$ cat config.mk
export PLATFORM = sky130hd
export DESIGN_NAME = serial_stream_buffer
export DESIGN_NICKNAME = d
export VERILOG_FILES = /design/src/rtl/serial_stream_buffer.sv
export SDC_FILE = /design/constraint.sdc
export NUM_CORES = 1
export LEC_CHECK = 0
export BUFFER_PORTS_ARGS = -buffer_cell sky130_fd_sc_hd__clkbuf_2
export CORE_MARGIN = 5
export CORE_UTILIZATION = 45
export DETAILED_ROUTE_END_ITERATION = 6
export SLEW_MARGIN = 10
export SYNTH_ARGS = -nofsm -noshare
export SYNTH_HDL_FRONTEND = slang
export SYNTH_SLANG_ARGS = --single-unit
$ cat constraint.sdc
create_clock -name clock -period 4.3 [get_ports clock]
set_input_delay 0.43 -clock clock [delete_from_list [all_inputs] [get_ports clock]]
set_output_delay 0.43 -clock clock [all_outputs]
set_load 0.02 [all_outputs]
$ cat src/rtl/serial_stream_buffer.sv
// serial_stream_buffer: bit-serial receive path that assembles WIDTH-bit words into a DEPTH-entry FIFO.
// Define SSB_PARITY_EN to require an even-parity bit after each word; failing words are discarded.
module serial_stream_buffer #(
  parameter int unsigned WIDTH     = 8,
  parameter int unsigned DEPTH     = 8,
  parameter bit          MSB_FIRST = 1'b1
) (
  input  logic                       clock,
  input  logic                       reset,
  input  logic                       data_in,
  input  logic                       write_in,
  output logic                       status_out,
  output logic                       data_ready,
  input  logic                       dequeue_in,
  output logic [WIDTH-1:0]           data_out,
  output logic [$clog2(DEPTH+1)-1:0] len_out,
  output logic                       parity_err_out
);

  localparam int unsigned LEN_W = $clog2(DEPTH + 1);
  localparam int unsigned PTR_W = (DEPTH > 1) ? $clog2(DEPTH) : 1;
  localparam int unsigned CNT_W = (WIDTH > 1) ? $clog2(WIDTH) : 1;
  localparam logic [LEN_W-1:0] LEN_FULL = LEN_W'(DEPTH);
  localparam logic [PTR_W-1:0] PTR_LAST = PTR_W'(DEPTH - 1);
  localparam logic [CNT_W-1:0] CNT_LAST = CNT_W'(WIDTH - 1);

`ifdef SSB_PARITY_EN
  typedef enum logic [1:0] {S_COLLECT = 2'd0, S_PARITY = 2'd1, S_HOLD = 2'd2} state_t;
`else
  typedef enum logic [1:0] {S_COLLECT = 2'd0, S_HOLD = 2'd2} state_t;
`endif

  state_t            r_state;
  state_t            w_state_nxt;
  logic [CNT_W-1:0]  r_cnt;
  logic [CNT_W-1:0]  w_cnt_nxt;
  logic [WIDTH-1:0]  r_word;
  logic [WIDTH-1:0]  w_word_nxt;
  logic [WIDTH-1:0]  w_shifted;
  logic              w_push;
  logic              w_pop;
  logic [WIDTH-1:0]  r_mem [DEPTH];
  logic [PTR_W-1:0]  r_wr_ptr;
  logic [PTR_W-1:0]  r_rd_ptr;
  logic [LEN_W-1:0]  r_len;
  logic [WIDTH-1:0]  r_data_out;
  logic              r_data_ready;
`ifdef SSB_PARITY_EN
  logic              w_par_err;
  logic              r_parity_err;
`endif

  // Incoming bit enters at the end that leaves the first bit at its required position.
  assign w_shifted = MSB_FIRST ? {r_word[WIDTH-2:0], data_in} : {data_in, r_word[WIDTH-1:1]};

  // Deserializer next-state and FIFO push/pop decode.
  always_comb begin
    w_state_nxt = r_state;
    w_cnt_nxt   = r_cnt;
    w_word_nxt  = r_word;
    w_push      = 1'b0;
`ifdef SSB_PARITY_EN
    w_par_err   = 1'b0;
`endif
    case (r_state)
      S_COLLECT: begin
        if (write_in) begin
          w_word_nxt = w_shifted;
          if (r_cnt == CNT_LAST) begin
            w_cnt_nxt = '0;
`ifdef SSB_PARITY_EN
            w_state_nxt = S_PARITY;
`else
            w_state_nxt = S_HOLD;
`endif
          end else begin
            w_cnt_nxt = r_cnt + CNT_W'(1);
          end
        end
      end
`ifdef SSB_PARITY_EN
      S_PARITY: begin
        if (write_in) begin
          if (^{r_word, data_in}) begin
            w_par_err   = 1'b1;
            w_state_nxt = S_COLLECT;
          end else begin
            w_state_nxt = S_HOLD;
          end
        end
      end
`endif
      S_HOLD: begin
        // Occupancy is the registered value, so a same-cycle pop does not make room.
        if (r_len != LEN_FULL) begin
          w_push      = 1'b1;
          w_state_nxt = S_COLLECT;
        end
      end
      default: w_state_nxt = S_COLLECT;
    endcase
    w_pop = dequeue_in && (r_len != '0);
  end

  always_ff @(posedge clock) begin
    if (reset) begin
      r_state      <= S_COLLECT;
      r_cnt        <= '0;
      r_word       <= '0;
      r_wr_ptr     <= '0;
      r_rd_ptr     <= '0;
      r_len        <= '0;
      r_data_out   <= '0;
      r_data_ready <= 1'b0;
    end else begin
      r_state      <= w_state_nxt;
      r_cnt        <= w_cnt_nxt;
      r_word       <= w_word_nxt;
      r_data_ready <= w_push;
      if (w_push) begin
        r_wr_ptr <= (r_wr_ptr == PTR_LAST) ? '0 : r_wr_ptr + PTR_W'(1);
      end
      if (w_pop) begin
        r_data_out <= r_mem[r_rd_ptr];
        r_rd_ptr   <= (r_rd_ptr == PTR_LAST) ? '0 : r_rd_ptr + PTR_W'(1);
      end
      case ({w_push, w_pop})
        2'b10:   r_len <= r_len + LEN_W'(1);
        2'b01:   r_len <= r_len - LEN_W'(1);
        default: r_len <= r_len;
      endcase
    end
  end

  // FIFO storage; pointers carry the reset, the array does not need one.
  always_ff @(posedge clock) begin
    if (!reset && w_push) begin
      r_mem[r_wr_ptr] <= r_word;
    end
  end

`ifdef SSB_PARITY_EN
  always_ff @(posedge clock) begin
    if (reset) begin
      r_parity_err <= 1'b0;
    end else begin
      r_parity_err <= w_par_err;
    end
  end
  assign parity_err_out = r_parity_err;
`else
  assign parity_err_out = 1'b0;
`endif

  assign status_out = (r_state != S_HOLD);
  assign data_ready = r_data_ready;
  assign data_out   = r_data_out;
  assign len_out    = r_len;

endmodule

# Yosys cells after proc, flatten, opt, wreduce, memory -nomap -nowiden

Memories as Yosys holds them, arrays and structs flattened. A register that Yosys moved wholly into a read port is not among the register bits.
Cells that the tools add are included.

Register bits after elaboration: 24
RAM bits: 64
Input bits: 5
Word-level logic and storage cells: 44
Memories kept: 1

Memory list:

| memory | words | width | read ports | clocked after Yosys merged registers in | wr ports | RTL line | source |
|---|---|---|---|---|---|---|---|
| r_mem  | 8     | 8     | 1          | 1                                       | 1        | 42       | `logic [WIDTH-1:0] r_mem [DEPTH];` |

$add $sub $neg: 5
Eq/ne operators: 11
Multiplexer cells: 12
Reduce and logical (&&, ||, !) cells: 8

Operators with widths:

| kind                                              | count |
|---|---|
| adder 3 x 1 -> 3 bit (second input constant)      | 3 |
| == test 3 bit (second input constant)             | 3 |
| two-way mux 3 bit                                 | 3 |
| inequality test 2 bit (second input constant)     | 4 |
| case mux 4 bit (2 select lines)                   | 1 |
| two-way mux 2 bit                                 | 3 |
| adder 4 x 1 -> 4 bit (second input constant)      | 1 |
| == test 2 bit (second input constant)             | 2 |
| two-way mux 1 bit                                 | 4 |
| inequality test 4 bit (second input constant)     | 1 |
| case mux 2 bit (2 select lines)                   | 1 |
| nonzero test 4 bit                                | 1 |
| subtractor 4 x 1 -> 4 bit (second input constant) | 1 |
| AND reduction 3 bit                               | 1 |
| == test 2 x 1 -> 1 bit (second input constant)    | 1 |
| logical AND 1 bit                                 | 2 |
| zero test 2 bit                                   | 1 |
| AND reduction 2 bit                               | 1 |
| nonzero test 2 bit                                | 1 |
| zero test 1 bit                                   | 1 |

# Longest topological paths before layout

Gate-level depths: netlist of run 1.

Depth in word-level cells: 6
Depth in mapped cells: 10
Mapped depth without buffers: 9

# Least setup slack after synthesis of run 1

No wires, ideal clock.

Kind: register to register
From: register r_len[0], in the netlist len_out[0]
To: register r_len[3], in the netlist len_out[3]
Data arrival time: 2.505 ns
Data required time: 4.226 ns
Slack: 1.721 ns
Cell stages (with the launch flop): 10
Buffers on the path: 1
Period minus slack after synthesis: 2.579 ns
Cell sequence: dfxtp_1 o41ai_4 inv_2 clkbuf_1 ha_1 ha_1 a21oi_1 a21oi_1 or4_1 a21oi_1

RTL lines:

| element                                                               | RTL line | source |
|---|---|---|
| start: declaration                                                    | 45       | `logic [LEN_W-1:0] r_len;` |
| start signal: assignment                                              | 128      | `2'b10: r_len <= r_len + LEN_W'(1);` |
| start signal: assignment                                              | 129      | `2'b01: r_len <= r_len - LEN_W'(1);` |
| start signal: assignment                                              | 130      | `default: r_len <= r_len;` |
| nonzero test 4 bit *                                                  | 102      | `w_pop = dequeue_in && (r_len != '0);` |
| logical AND 1 bit *                                                   | 102      |  |
| named net w_pop                                                       | 41       | `logic w_pop;` |
| == test 2 x 1 -> 1 bit or == test 2 bit (tied branches)               | 127      | `case ({w_push, w_pop})` |
| case mux 4 bit (2 select lines) or nonzero test 2 bit (tied branches) | --       |  |

The timed path passes the listed nets; every way through them passes the cells marked *.
A chain may end at the register's enable or synchronous reset.

# Worst setup path after layout of run 1

From: register r_len[0], in the netlist len_out[0]
To: register r_len[3], in the netlist len_out[3]

Word-level cells in the longest chain between the ends: 5

Ends and longest elaborated chain:

| element                                                               | RTL line | source |
|---|---|---|
| inequality test 4 bit                                                 | 95       | `if (r_len != LEN_FULL) begin` |
| two-way mux 1 bit                                                     | 95       |  |
| two-way mux 1 bit                                                     | 65       | `case (r_state)` |
| == test 2 x 1 -> 1 bit or == test 2 bit (tied branches)               | 127      |  |
| case mux 4 bit (2 select lines) or nonzero test 2 bit (tied branches) | --       |  |

Several ways; a longest one is shown, not always the timed one.

==> out/results.ini, run 1 <==
[die]
dieWidth_um=101.5
rows=33
start_util=0.4608
die_h_um=101.5
die_area_um2=10300
core_area_um2=8175
io-pin-count=20

[critical_path]
worstPathCellList=o41ai_4 -> inv_2 -> ha_1 -> ha_1 -> a21oi_1 -> a21oi_1 -> or4_1 -> a21oi_1
cp_slowest_cell=o41ai_4
crit_required_ps=4580
endpoint_kind=flip-flop
crit_fanout=13
critPathMaxStageDelay_ps=470
cp.arrival_ps=2890
start_kind=flip-flop
crit_path_frequent_cell=a21oi_1
worstSetupPathType=flip-flop to flip-flop

[synth]
synthTopCellsByArea=edfxtp_1 51%, dfxtp_1 16%, mux4_2 9.6%
synth_fp_nets=269
synth_top_area_share=0.5101
ys_seq_area_frac=0.6749
yosys_warnings=0
synth_area_um2=3767
synth_seq_cells=95
ys_types=32
yosysTopAreaCell=edfxtp_1
syn_inst=254
avgSynthCellArea_um2=14.83

[power_and_ir_drop]
intPower_uw=1303
p_comb_frac=0.010
power_uw=1630
switching_share=0.2010
powerDensity_nw_per_um2=394.3
vdd_ir_drop_max_uv=164.2
p_sw_uw=327.8
p_clk_frac=0.395
p_leak_uw=0.001436
pwr-share-seq=0.595

[flow_run]
drv_cap=0

[timing]
rsz0062_at_grt=false
period_needed_ps=2611
tightest_slew_ps=1091
fmax_ghz=0.3830
max_slew_margin=0.2667
drv_slew=0
finalSetupTns_ps=0
timing.final.ws_setup_ps=1689
setup_viol=0
period_share=0.6071
holdWs_ps=296.4
hold_violations=0
skew_ps=4.114

[cells_and_area]
n_antenna_cell=0
syn_to_final_growth_pct=9.764
final_layout_size_suffix_gt1_frac=0.2291
num-fill-cells=688
multi_input_area_um2=1120
final_nets=285
ff_latch_area_um2=2542

[cts]
cts_made_buffers=9
clk_latency_ps=350
ctsHoldBuffers=0
cts_tree=built
cts_htree_levels=3
cts_root_buf=clkbuf_8
cts_buffer_depth=2
path_clk_slew_ps=90
postCtsSetupBuffers=0
clock_sinks=95
post_cts_resized=0

[outcome]
status=finished, final reports clean

[routing]
wire_per_inst_um=17.01
drcViolationCount=0
drt.antenna.violating_nets=0
drt_iter0_drc=85
vias_per_cell=5.176
wl_mm=6.462
vias=1967
first_pass_iters=4

[placed_design]
dp_slack_ps=1622
gp_congestion=0.7090
port_buffers=18
hpwl_mm=4.158

[grt]
grt_pass1_wl_mm=10.70
antenna_found_initial=0
grt_max_degree=34
grt_pass1_vias=1963
grt_overflow=0
grt_usage=0.1408

[hold_path]
hp-class=input pin to flip-flop

## cells by family after synthesis
group | Yosys count | synth area share
AND/OR/NAND/NOR | 76 | 0.1030
adder cells (fa/ha/maj) | 10 | 0.03520
buffers and inverters | 20 | 0.02790
flip-flops | 95 | 0.6749
multiplexers | 18 | 0.1010
other | 1 | 0.0009954
AO/OA/AOI/OAI | 32 | 0.05248
XOR/XNOR | 2 | 0.004650
## worst paths after layout
check	startpoint	to	slack [ps]	cells after the start
setup / recovery	len_out[0]	len_out[3]	1690	8
setup reg to reg	len_out[0]	len_out[3]	1690	8
hold reg to reg	r_cnt[2]	r_cnt[2]	470	2
hold / removal	data_in	r_word[0]	300	3
## per-stage QoR
stage / cells / util / instance area (um2)
finish: 380 / 0.5058 / 4135
global route: 380 / 0.5058 / 4135
CTS: 380 / 0.5058 / 4135
detailed placement: 364 / 0.4787 / 3914
global placement: 364 / 0.4787 / 3914
floorplan: 254 / - / 3767
## layout by cell type (no fill, tap or decap), types with 2 or more instances in the layout
cell       netlist  routed
o22ai_1          8       8
dfxtp_1         31      31
mux2i_1          2       2
clkbuf_8         0       9
nand2_1         26      26
mux4_2          16      16
clkbuf_2         0      18
nor3_2           8       8
inv_1            5       5
clkinv_4         0       2
nor3_1           5       5
nand2b_1         4       4
edfxtp_1        64      64
a21oi_1         21      21
or3_1            2       2
ha_1             9       9
xor2_1           2       2
bufinv_16        0       2
nor2_1          23      23
## Yosys cell counts, drive strengths merged
cell	n
edfxtp	64
a21o	1
o41ai	1
xor2	2
nand3b	1
conb	1
o22ai	8
mux4	16
or3	3
mux2i	2
dfxtp	31
and3	1
nand2	27
buf	6
inv	6
ha	9
or4	1
o31ai	1
nor2b	1
or3b	1
nand2b	4
clkbuf	8
nor3	13
nand3	1
fa	1
nor2	23
a21oi	21
## power by group through the flow
stage,Sequential (uW),Combinational [uW],Clock (uW)
global route,971,19.1,694
global placement,991,16.2,0
CTS,970,16.8,657
finish,970,16.3,644
floorplan,990,12.5,0
detailed placement,991,16.7,0
## metal layers
metal | routed length, um | vias to the layer above | GRT usage
met5 | 0 | - | 0
met4 | 79 | 0 | 0.06442
met3 | 168 | 8 | 0.03237
met2 | 3142 | 31 | 0.2128
met1 | 3071 | 955 | 0.1942
li1 | - | 973 | -
## state kept, by name (all words and copies together), names as in the netlist, 3 cells and up
name / count
r_mem: 64
data_out: 8
r_word: 8
len_out: 4
r_cnt: 3
r_rd_ptr: 3
r_wr_ptr: 3
## critical path, delay by kind of cell (launching register included)
| family | cells | cell delay [ps] |
|---|---|---|
| adders and majority gates | 2 | 590 |
| AOI/OAI and AO/OA | 4 | 890 |
| DFF | 1 | 390 |
| and+or+nand+nor | 1 | 460 |
| buffers and inverters | 1 | 200 |
## cell type report
cell class                 instances  area share
clock buffer                      10     0.03086
tap                              105     0.03177
inverter                           6    0.005446
timing repair buffer              19     0.02360
multi-input combinational        139      0.2708
sequential                        95      0.6148
clock inverter                     6     0.02269
(Power assumes the default switching activity.)
==> run 2, diff against run 1 <==
==> constraint.sdc (replaced) <==
create_clock -name clock -period 2.45 [get_ports clock]
set_input_delay 0.245 -clock clock [delete_from_list [all_inputs] [get_ports clock]]
set_output_delay 0.245 -clock clock [all_outputs]
set_load 0.02 [all_outputs]
==> run 2 against run 1 <==
Die area did not move; cell count rose by 3.4%; final area rose by 1.8%; wire length rose by 1.6%; critical path type unchanged; register-to-register slack got worse by 1500 ps; highest routed layer unchanged; utilization rose by 0.93 points; non-clock buffer count rose by 13; count of clock-buffer cells in the layout did not move; largest power group unchanged.
==> out/results.ini, run 2 (synthesized netlist as in run 1, its figures left out) <==
[cells_and_area]
num-fill-cells=686  ; -0.29%
final_layout_size_suffix_gt1_frac=0.2813  ; +0.05216
final_util=0.5152  ; +0.009336
largest_reg_flops=64  ; unchanged
final_nets=298  ; +4.6%
syn_to_final_growth_pct=11.79
ff_latch_area_um2=2546  ; +0.15%
layout_common_cells=64 x edfxtp_1, 28 x dfxtp_1, 26 x nand2_1
n_antenna_cell=0  ; unchanged
regMostFlops=r_mem
multi_input_area_um2=1136  ; +1.5%
final_common_cell=edfxtp_1

[timing]
hold_violations=0  ; unchanged
max_slew_margin=0.5302  ; +0.2634
tightest_slew_ps=703.3  ; -388.2 ps
drv_slew=0  ; unchanged
rsz0062_at_grt=false
setup_viol=0  ; unchanged
timing.final.ws_setup_ps=170.9  ; -1519 ps
period_share=0.9303  ; +0.3231
fmax_ghz=0.4388  ; +15%
finalSetupTns_ps=0  ; unchanged
holdWs_ps=105.3  ; -191.0 ps
period_needed_ps=2279  ; -331.5 ps
skew_ps=7.716  ; +3.601 ps

[hold_path]
hp-class=input pin to flip-flop
worstHoldStart=reset
min_path_cells=2  ; -1
worst_hold_path.endpoint=r_wr_ptr[1]

[routing]
drt.antenna.violating_nets=0  ; unchanged
vias=2046  ; +4.0%
drt_iter0_drc=51  ; -40%
wl_mm=6.568  ; +1.6%
drcViolationCount=0  ; unchanged
wire_per_inst_um=16.71  ; -1.7%
first_pass_iters=4  ; unchanged
vias_per_cell=5.206  ; +0.58%

[placed_design]
gp_congestion=0.7385  ; +4.2%
hpwl_mm=4.266  ; +2.6%
port_buffers=18  ; unchanged
dp_slack_ps=197.1  ; -1425 ps

[die]
core_area_um2=8175  ; unchanged
io-pin-count=20  ; unchanged
dieWidth_um=101.5  ; unchanged
rows=33  ; unchanged
start_util=0.4608  ; unchanged
die_h_um=101.5  ; unchanged
die_area_um2=10300  ; unchanged

[critical_path]
start_kind=flip-flop
cp.arrival_ps=2570  ; -320 ps
endpoint_kind=flip-flop
cp_slowest_cell=o41ai_4
crit_fanout=5  ; -8
crit_required_ps=2740  ; -1840 ps
reg2reg_depth=8  ; unchanged
worstPathCellList=o41ai_4 -> inv_2 -> ha_1 -> ha_4 -> nand3_1 -> and3_1 -> or4_1 -> a21oi_1
reg2reg_from=len_out[3]
worstSetupPathType=flip-flop to flip-flop
r2r_setup_slack_ps=170  ; -1520 ps
critPathMaxStageDelay_ps=400  ; -70 ps
r2r_end=len_out[3]

[grt]
grt_pass1_wl_mm=10.84  ; +1.3%
gr-usage-met2=0.2198  ; +0.007042
grt_use_met3=0.02824  ; -0.004132
met1_usage=0.1936  ; -0.0006410
grt_pass1_vias=1996  ; +1.7%
grt_usage=0.1429  ; +0.002109
grt-busiest-layer=met2
antenna_found_initial=0  ; unchanged
grt_overflow=0  ; unchanged
grt_max_degree=31  ; -8.8%

[cts]
path_clk_slew_ps=100  ; about the same
cts_root_buf=clkbuf_8
clock_sinks=95  ; unchanged
post_cts_resized=0  ; unchanged
cts_htree_levels=3  ; unchanged
cts_buffer_depth=2  ; unchanged
ctsHoldBuffers=0  ; unchanged
cts_made_buffers=9  ; unchanged
clk_latency_ps=350  ; about the same
cts_tree=built
postCtsSetupBuffers=0  ; unchanged

[power_and_ir_drop]
powerDensity_nw_per_um2=638.4  ; +62%
vdd_ir_drop_max_uv=257.2  ; +57%
p_leak_uw=0.001501  ; +4.5%

[outcome]
status=finished, final reports clean

[flow_run]
drv_cap=0  ; unchanged

run 2: changes by cell type in the layout (fill, tap and decap cells not counted), moves of 2 or more:
cell | previous run | this run
buf_4 | 1 | 14
bufinv_16 | 2 | 0
clkinv_4 | 2 | 0
dfxtp_1 | 31 | 28
dfxtp_2 | 0 | 3
inv_6 | 1 | 3
run 2: worst max-delay path by stage:
stage | start | slack (ps) | end | cells past startpoint
3_5_place_dp | len_out[3] | 200 | len_out[3] | 8
6_report | len_out[3] | 170 | len_out[3] | 8
5_1_grt | len_out[3] | 30 | len_out[3] | 8
4_1_cts | len_out[3] | 170 | len_out[3] | 8
2_1_floorplan | len_out[3] | 3 | len_out[3] | 9
3_3_place_gp | len_out[3] | 280 | len_out[3] | 8
run 2: power breakdown:
group / internal [uW] / switching, uW / leakage [uW]
combinational: 8.36 / 22.5 / 0.000530
sequential: 1700 / 6.38 / 0.000884
clock: 388 / 567 / 0.0000858
total: 2090 / 596 / 0.00150
run 2: cell type report:
type	count	area share
clock buffers	10	0.03030
multi-input cells	139	0.2698
inverters	6	0.005348
clock inverters	6	0.01248
well taps	105	0.03119
repair buffers	32	0.04635
flip-flops and latches	95	0.6046
run 2: metrics by stage:
stage	area, um2	power, uW	instances
3_3_place_gp	4031	1770	377
5_1_grt	4212	2791	393
4_1_cts	4212	2729	393
3_5_place_dp	4031	1771	377
2_1_floorplan	3791	1759	254
6_report	4212	2689	393
run 2: layer usage:
layer / up-vias / wire, um / share of wire
li1: 998 / - / -
met1: 1005 / 3056 / 0.47
met2: 33 / 3139 / 0.48
met3: 10 / 241 / 0.037
met4: 0 / 131 / 0.020
met5: - / 0 / 0
run 2: worst max-delay path, delay by kind of cell, from the launching register on:
kind                       cells  cell delay [ps]
AOI/OAI and AO/OA              2              540
adders and majority gates      2              550
buffers and inverters          1               70
DFF                            1              360
and+or+nand+nor                3              690
==> run 3, diff against run 2 <==
--- a/config.mk
+++ b/config.mk
@@ -8,6 +8,7 @@
 export BUFFER_PORTS_ARGS = -buffer_cell sky130_fd_sc_hd__clkbuf_2
 export CORE_MARGIN = 5
 export CORE_UTILIZATION = 45
+export CTS_BUF_LIST = sky130_fd_sc_hd__clkbuf_8
 export DETAILED_ROUTE_END_ITERATION = 6
 export SLEW_MARGIN = 10
 export SYNTH_ARGS = -nofsm -noshare
==> constraint.sdc (replaced) <==
create_clock -name clock -period 2.3 [get_ports clock]
set_input_delay 0.23 -clock clock [delete_from_list [all_inputs] [get_ports clock]]
set_output_delay 0.23 -clock clock [all_outputs]
set_load 0.02 [all_outputs]
==> run 3 against run 2 <==
Fmax is 4.3% higher; wire length decreased by 2.4%; register-to-register slack worse by 60 ps; clock skew is 5.2 ps higher; utilization grew 0.21 points; combinational power up 4%; count of clock-buffer cells in the layout is 1 lower; critical path type unchanged.
==> out/results.ini, run 3 (synthesized netlist as in run 1, its figures left out) <==
[outcome]
status=finished, final reports clean

[grt]
grt_overflow=0  ; unchanged
grt_usage=0.1370  ; -0.005856
grt_pass1_wl_mm=10.52  ; -2.9%
antenna_found_initial=0  ; unchanged
grt_pass1_vias=1918  ; -3.9%
grt_max_degree=21  ; -32%

[timing]
tightest_slew_ps=667.1  ; -36.25 ps
period_share=0.9496  ; +0.01938
setup_viol=0  ; unchanged
max_slew_margin=0.5544  ; +0.02422
period_needed_ps=2184  ; -94.97 ps
hold_violations=0  ; unchanged
rsz0062_at_grt=false
drv_slew=0  ; unchanged
finalSetupTns_ps=0  ; unchanged
fmax_ghz=0.4578  ; +4.3%
skew_ps=12.89  ; +5.178 ps

[cts]
cts_made_buffers=9  ; unchanged
cts_root_buf=clkbuf_8
ctsHoldBuffers=0  ; unchanged
cts_tree=built
post_cts_resized=0  ; unchanged
clk_latency_ps=350  ; about the same
cts_buffer_depth=2  ; unchanged
postCtsSetupBuffers=0  ; unchanged
clock_sinks=95  ; unchanged
path_clk_slew_ps=90  ; about the same
cts_htree_levels=3  ; unchanged

[critical_path]
cp.arrival_ps=2460  ; -110 ps
crit_fanout=5  ; unchanged
worstSetupPathType=flip-flop to flip-flop
start_kind=flip-flop
crit_required_ps=2580  ; -160 ps
endpoint_kind=flip-flop

[cells_and_area]
regMostFlops=r_mem
n_antenna_cell=0  ; unchanged
num-fill-cells=693  ; +1.0%
ff_latch_area_um2=2551  ; +0.20%
final_common_cell=edfxtp_1
layout_common_cells=64 x edfxtp_1, 28 x dfxtp_1, 26 x nand2_1
final_layout_size_suffix_gt1_frac=0.2882  ; +0.006944
multi_input_area_um2=1154  ; +1.5%
final_nets=298  ; unchanged
final_util=0.5173  ; +0.002142
largest_reg_flops=64  ; unchanged
syn_to_final_growth_pct=12.26
fin_area_um2=4229  ; +0.42%

[placed_design]
dpl-instance-area_um2=4054  ; +0.56%
gp_congestion=0.7304  ; -1.1%
port_buffers=18  ; unchanged
hpwl_mm=4.228  ; -0.89%

[die]
io-pin-count=20  ; unchanged
start_util=0.4608  ; unchanged
dieWidth_um=101.5  ; unchanged
die_h_um=101.5  ; unchanged
rows=33  ; unchanged
die_area_um2=10300  ; unchanged
core_area_um2=8175  ; unchanged

[hold_path]
hp-class=input pin to flip-flop

[power_and_ir_drop]
vdd_ir_drop_max_uv=233.2  ; -9.3%
p_leak_uw=0.001496  ; -0.33%
powerDensity_nw_per_um2=665.2  ; +4.2%

[routing]
wire_per_inst_um=16.32  ; -2.4%
drcViolationCount=0  ; unchanged
vias_per_cell=5.120  ; -1.7%
drt_iter0_drc=61  ; +20%
vias=2012  ; -1.7%
drt.antenna.violating_nets=0  ; unchanged
first_pass_iters=4  ; unchanged
wl_met3_um=145  ; -40%
wl_met2_mm=2.930  ; -6.7%
wl_met1_mm=3.243  ; +6.1%
wl_mm=6.413  ; -2.4%
highest_layer=met4

[flow_run]
drv_cap=0  ; unchanged

==> run 3: cell count changes in the layout (fill, tap and decap cells not counted), sizes merged <==
cell      previous run  this run
clkbuf              28        27
clkinvlp             2         4
clkinv               0         1
inv                 10         8
==> run 3: metrics by stage <==
stage / setup WS [ps] / instances / total power (uW) / hold slack, ps
after floorplan: -16.47 / 254 / 1872 / 309.3
after global placement: 211.1 / 377 / 1883 / 446.7
after detailed placement: 118.7 / 377 / 1884 / 460.0
after CTS: 96.01 / 393 / 2847 / 86.50
after global routing: 34.88 / 393 / 2924 / 116.0
final: 115.8 / 393 / 2813 / 101.5
==> run 3: final timing paths <==
| kind | start | to | slack [ps] | cells past startpoint |
|---|---|---|---|---|
| min | data_in | r_word[0] | 100 | 3 |
| min reg2reg | r_cnt[1] | r_cnt[1] | 470 | 2 |
| max | len_out[3] | len_out[3] | 120 | 8 |
| max reg2reg | len_out[3] | len_out[3] | 120 | 8 |
==> run 3: final cells by class <==
class / instances / share of cell area
sequential: 95 / 0.6033
multi-input combinational: 139 / 0.2728
timing repair buffer: 32 / 0.04615
tap: 105 / 0.03107
clock buffer: 9 / 0.02929
clock inverter: 7 / 0.01213
inverter: 6 / 0.005325
==> run 3: worst max-delay path, stage by stage, from the launching register on <==
cell and delay, ps:
dfxtp_4 380, o41ai_4 400, inv_2 100, ha_4 190, ha_4 250, a21oi_2 130, a21oi_1 90, or4_1 460
a21oi_1 120
==> run 3: report_power, final <==
| part | switching, uW | leakage (uW) | internal (uW) |
|---|---|---|---|
| Combinational | 23.2 | 0.000531 | 8.86 |
| Sequential | 6.96 | 0.000885 | 1800 |
| Clock | 575 | 0.0000793 | 394 |
==> run 3: routing by layer <==
metal,GRT usage,vias up
met1,0.1969,981
li1,-,1001
met3,0.02686,9
met5,0,-
met2,0.2057,21
met4,0.05521,0
